### src/rtl/serial_adder_pkg.sv
// serial_adder_pkg: shared FSM state encoding and default width for the bit-serial adder.
package serial_adder_pkg;
  typedef enum logic [1:0] {IDLE = 2'b00, RUN = 2'b01, DONE = 2'b10} state_t;
  localparam int DEFAULT_WIDTH = 8;
endpackage

### src/rtl/fa_cell.sv
// fa_cell: combinational 1-bit full adder.
module fa_cell (
  input  logic a,
  input  logic b,
  input  logic cin,
  output logic s,
  output logic cout
);
  assign s    = a ^ b ^ cin;
  assign cout = (a & b) | (cin & (a ^ b));
endmodule

### src/rtl/serial_adder_ctrl.sv
// serial_adder_ctrl: bit-serial add/subtract engine, one bit per cycle LSB first,
// with valid/ready command and result handshakes.
module serial_adder_ctrl
  import serial_adder_pkg::*;
#(
  parameter int WIDTH = DEFAULT_WIDTH
) (
  input  logic             clk,
  input  logic             rst_n,
  input  logic             start_valid,
  output logic             start_ready,
  input  logic [WIDTH-1:0] op_a,
  input  logic [WIDTH-1:0] op_b,
  input  logic             sub,
  output logic             res_valid,
  input  logic             res_ready,
  output logic [WIDTH-1:0] sum,
  output logic             carry_out,
  output logic             overflow,
  output logic             busy
);
  localparam int CW = $clog2(WIDTH);

  state_t state, next;
  logic [WIDTH-1:0] reg_a, reg_b, res_sh;
  logic [CW-1:0] bit_cnt;
  logic carry, c_msb_in, s, c, last, pen;

  fa_cell u_fa (.a(reg_a[0]), .b(reg_b[0]), .cin(carry), .s(s), .cout(c));

  assign last = bit_cnt == CW'(WIDTH - 1);
  assign pen  = bit_cnt == CW'(WIDTH - 2);

  always_ff @(posedge clk or negedge rst_n)
    if (!rst_n) state <= IDLE;
    else state <= next;

  always_comb begin
    next = state;
    case (state)
      IDLE:    next = start_valid ? RUN : IDLE;
      RUN:     next = last ? DONE : RUN;
      DONE:    next = res_ready ? IDLE : DONE;
      default: next = IDLE;
    endcase
  end

  always_comb begin
    start_ready = state == IDLE;
    busy        = state == RUN;
    res_valid   = state == DONE;
  end

  always_ff @(posedge clk or negedge rst_n)
    if (!rst_n) begin
      reg_a     <= '0;
      reg_b     <= '0;
      res_sh    <= '0;
      bit_cnt   <= '0;
      carry     <= 1'b0;
      c_msb_in  <= 1'b0;
      sum       <= '0;
      carry_out <= 1'b0;
      overflow  <= 1'b0;
    end else if (start_valid && start_ready) begin
      reg_a   <= op_a;
      reg_b   <= sub ? ~op_b : op_b;
      carry   <= sub;
      bit_cnt <= '0;
    end else if (busy) begin
      reg_a   <= reg_a >> 1;
      reg_b   <= reg_b >> 1;
      res_sh  <= {s, res_sh[WIDTH-1:1]};
      carry   <= c;
      bit_cnt <= bit_cnt + CW'(1);
      // carry out of bit WIDTH-2 is the carry into the MSB
      if (pen) c_msb_in <= c;
      if (last) begin
        sum       <= {s, res_sh[WIDTH-1:1]};
        carry_out <= c;
        overflow  <= c_msb_in ^ c;
      end
    end
endmodule

### config.mk
export PLATFORM = sky130hd
export DESIGN_NAME = serial_adder_ctrl
export DESIGN_NICKNAME = d
export VERILOG_FILES = /design/src/rtl/serial_adder_pkg.sv /design/src/rtl/fa_cell.sv /design/src/rtl/serial_adder_ctrl.sv
export SDC_FILE = /design/constraint.sdc
export NUM_CORES = 1
export LEC_CHECK = 0
export CAP_MARGIN = 20
export CORE_ASPECT_RATIO = 0.6
export CORE_MARGIN = 5
export CORE_UTILIZATION = 46
export DETAILED_ROUTE_END_ITERATION = 8
export GPL_ROUTABILITY_DRIVEN = 0
export GPL_TIMING_DRIVEN = 1
export PLACE_DENSITY_LB_ADDON = 0.25
export SLEW_MARGIN = 15
export SYNTH_ARGS = -nofsm -noshare
export SYNTH_HDL_FRONTEND = slang
export SYNTH_SLANG_ARGS = --single-unit
### constraint.sdc
create_clock -name clk -period 1.7 [get_ports clk]
set_clock_uncertainty 0.15 [all_clocks]
set_input_delay 0.34 -clock clk [delete_from_list [all_inputs] [get_ports clk]]
set_output_delay 0.34 -clock clk [all_outputs]
set_load 0.02 [all_outputs]
# After elaboration in Yosys (flattened, before gate mapping)
# Cells that the tools add are included.
# totals
reg_bits,41
in_bits,21
out_inout_bits,13
# op_classes
addsub,1
n_eq_ne,4
n_mux,13
n_bitwise,8
n_reduce_logical,6
# op_table
operator,count
$mux W8,5
$not A8 Y8,1
$eq A3 B3 Y1 const B,2
$mux W3,2
$pmux W2 S3,1
$reduce_and A3 Y1,2
$mux W2,2
$add A3 B1 Y3 const B,1
$mux W1,3
$xor A1 B1 Y1,3
$and A1 B1 Y1,2
$eq A2 B1 Y1 const B,1
$eq A2 B2 Y1 const B,1
$logic_not A2 Y1,1
$reduce_and A2 Y1,1
$reduce_bool A2 Y1,1
$logic_and A1 B1 Y1,1
$not A1 Y1,1
$or A1 B1 Y1,1

# Logic depth before layout (Yosys ltp)
# logic_depth
depth_word,5
mapped_depth,6
mapped_depth_nobuf,5

# Cells and area by module
# Synthesis repeated with hierarchy kept, for this count alone.
# hier_totals
hier_cells,164
hier_area_um2,1745.4
# modules_own_cells
module,instances,cells_each,area_each_um2
serial_adder_ctrl,1,163,1725.4
fa_cell,1,1,20.0

# Worst setup path before layout
# Ideal clock, no wire load.
# synth_path
path_kind,register to register
startpoint,reg bit_cnt[0]
endpoint,reg carry_out
arrival_ns,1.418
required_time_ns,1.425
path_slack_ns,0.008
path_stages_with_launch,6
path_buffers,1
path_cell_list,dfrtp_1 > ha_1 > ha_1 > nand3b_1 > buf_2 > mux2_2
# synth_between
elab_chain_len,2
# synth_rtl
item,line_no,rtl
"start, declared",serial_adder_ctrl.sv:26,logic [CW-1:0] bit_cnt;
"start signal, assigned",serial_adder_ctrl.sv:75,bit_cnt <= bit_cnt + CW'(1);
$eq A3 B3 Y1,serial_adder_ctrl.sv:31,assign last = bit_cnt == CW'(WIDTH - 1);
$reduce_and A3 Y1 (no line),--,
"end signal, assigned",serial_adder_ctrl.sv:63,carry_out <= 1'b0;
"end signal, assigned",serial_adder_ctrl.sv:80,carry_out <= c;
"end, declared",serial_adder_ctrl.sv:18,"output logic carry_out,"
# No other way between the ends.
# A chain may end at the register's enable or synchronous reset.

# Worst setup path after layout
# layout_path
startpoint,reg state[1]
endpoint,out busy
# layout_between
elab_chain_len,1
# layout_rtl
item,line_no,rtl
"start, declared",serial_adder_ctrl.sv:24,"state_t state, next;"
"start signal, assigned",serial_adder_ctrl.sv:36,else state <= next;
$eq A2 B1 Y1,serial_adder_ctrl.sv:50,busy = state == RUN;
"end, declared",serial_adder_ctrl.sv:20,output logic busy
# No other way between the ends.

==> qor.yml <==
fin_crit_sh: 0.9721
clock-sinks: 40
drt_iter0_drc: 89
final_area_um2: 2449
die_y_um: 57.75
antenna_found_initial: 0
grt_pass1_vias: 1323
ys_ff_latch: 40
synth_cells: 164
post_dp_cell_area_um2: 2203
whs_ns: 0.3344
grt_pass1_wl_um: 6175
worstSkewPairLatency_ns: 0.28
nets: 241
postSynthAreaPerCell_um2: 10.66
max_freq_mhz: 605.1
core_area_um2: 3659
totalPowerFinal_mw: 4.226
cts_root_buffer: "clkbuf_8"
finalSetupViolations: 0
worst-path-max-fanout: 3
arrival_ns: 1.16
drt_pass1_iterations: 4
slowest_stage: "dfrtp_1"
num_antenna_cells: 0
cpPeakStageDelay_ns: 0.42
pin_count: 34
grt_max_degree: 41
slew_headroom: 0.6700
clkTransAtPathRegs_ns: 0.07
ir_drop_uv: 860.5
wirelength_um: 3758
synth.most_common_cell: "nand2_1"
cts_buffer_depth: 2
initial_utilization: 0.4778
io_buffers: 33
synth_nets: 189
cts-buffers-inserted: 5
cts_tree: "done"
status: "complete, no violations"
via_per_inst: 5.136
ff_latch_area_um2: 1002
drv_cap: 0
drive_gt1_frac: 0.2442
crit_type: "reg -> out"
ctsHtreeMaxLevel: 2
synth_area_um2: 1748
drc: 0
synth_common_cells: "nand2_1, dfrtp_1, nor2_1"
vias: 1356
synth_top_area_frac: 0.5727
synth_area_leader_cell: "dfrtp_1"
dieWidth_um: 89.58
num-fill-cells: 288
yosys_warnings: 0
wl_per_cell_um: 14.23
ys_top_cells_by_area: "dfrtp_1, nand2_1, mux2_2"
synth_ff_type: "dfrtp_1"
area_growth_pct: 40.09
fin_crit_ns: 1.653
dieArea_um2: 5173
num_rows: 17
gr-total-overflow: 0
p_leak_nw: 1.180
ys_types: 24
tightest_slew_ns: 0.4951
async_flop_share: 1.000
worst_setup_path_start_kind: "register"
ys_seq_area_frac: 0.5727
hold_viol_final: 0
end_kind: "primary output"
multiInputGateArea_um2: 733.2
detailed_place_hpwl_um: 2556
ant_nets: 0
path_cells: "nand2b_4, inv_2, clkdlybuf4s15_2"
tns_ns: 0
powerDensity_nw_per_um2: 1726
grtUsageTotal: 0.1547
synth_edf_count: 0
rsz0062_at_grt: "false"
min_path_type: "reg -> reg"
maxSlewViolCount: 0
required_ns: 1.21
kinds of logic (layout without fill, tap and decap cells):
kind of cell               count (synthesis)  after routing  synth area share
AOI/OAI and AO/OA                         22             22           0.09305
xor gates and xnor gates                   9              9           0.04510
adders and majority gates                  4              4           0.03293
buffers and inverters                     12             65           0.03436
DFF                                       40             40            0.5727
muxes                                     10             10           0.06442
and+or+nand+nor                           67             67            0.1575
path summary, 6_finish.rpt:
check                                        from                    end  slack, ns  cells after the start
max in group asynchronous                   rst_n     state[0]$_DFF_PN0_       0.54                      3
setup reg to reg           bit_cnt[0]$_DFFE_PN0P_     sum[3]$_DFFE_PN0P_       0.05                      5
setup / recovery               state[1]$_DFF_PN0_                   busy       0.05                      3
min in group asynchronous                   rst_n  res_sh[7]$_DFFE_PN0P_       0.48                      3
hold / removal              res_sh[1]$_DFFE_PN0P_  res_sh[1]$_DFFE_PN0P_       0.33                      2
hold reg to reg             res_sh[1]$_DFFE_PN0P_  res_sh[1]$_DFFE_PN0P_       0.33                      2
per-stage QoR:
| stage | util | setup slack [ns] | instances |
|---|---|---|---|
| 6_report | 0.6693 | 0.04743 | 264 |
| 5_1_grt | 0.6693 | 0.004306 | 264 |
| 4_1_cts | 0.6361 | 0.003741 | 261 |
| 3_5_place_dp | 0.6023 | -0.1756 | 251 |
| 3_3_place_gp | 0.6023 | -0.1143 | 251 |
| 2_1_floorplan | - | 0.007541 | 164 |
layout by cell type (no fill, tap or decap), types with 2 or more instances in the layout:
cell type and n:
nand2_1 43, dfrtp_1 39, clkdlybuf4s50_1 19, buf_4 12, nor2_1 11, mux2_2 10
dlygate4sd2_1 10, xnor2_1 9, o21ai_0 5, a31oi_1 5, nand3_1 5, a221o_1 5
clkbuf_8 5, buf_6 5, inv_1 2, a22oi_1 2, a221o_2 2, nor2_2 2
ha_2 2, clkbuf_16 2, buf_2 2
routing by layer:
metal  global-route usage  up-vias  share of wire
met4              0.06369        0         0.0077
met2               0.2354       36           0.48
met1               0.2051      659           0.46
met5                    0        -              0
met3              0.04830        4          0.052
li1                     -      657              -
area by class of cell:
| cell class | instances | area share |
|---|---|---|
| Timing Repair Buffer | 54 | 0.2187 |
| Clock inverter | 2 | 0.01431 |
| Tap cell | 47 | 0.02402 |
| Clock buffer | 6 | 0.02964 |
| Inverter | 3 | 0.004599 |
| Multi-Input combinational cell | 112 | 0.2994 |
| Sequential cell | 40 | 0.4093 |
sequential cells by signal, indices dropped and copies added, names as in the netlist:
| signal | count |
|---|---|
| res_sh | 7 |
| reg_a | 8 |
| state | 2 |
| carry_out | 1 |
| bit_cnt | 3 |
| reg_b | 8 |
| overflow | 1 |
| c_msb_in | 1 |
| sum | 8 |
| carry | 1 |
power breakdown:
group | leakage, nW | total, mW | switching [mW] | internal (mW)
Clock | 0.0552 | 0.751 | 0.316 | 0.436
Sequential | 0.506 | 1.63 | 0.260 | 1.37
Combinational | 0.618 | 1.84 | 0.936 | 0.904
worst max-delay path, delay by kind of cell (launching register included):
family	cells	cell delay, ns
and+or+nand+nor	1	0.16
DFF	1	0.42
buffers and inverters	2	0.30
repair_timing:
action | CTS | global route
resized for setup | 20 | 19
endpoints found under the hold margin | 40 | 0
hold buffers | 1 | 0
pin swaps | 0 | 3
cloned | 0 | 2
setup endpoints to repair | 24 | 28
buffers inserted | 1 | 2
(Power assumes the default switching activity.)
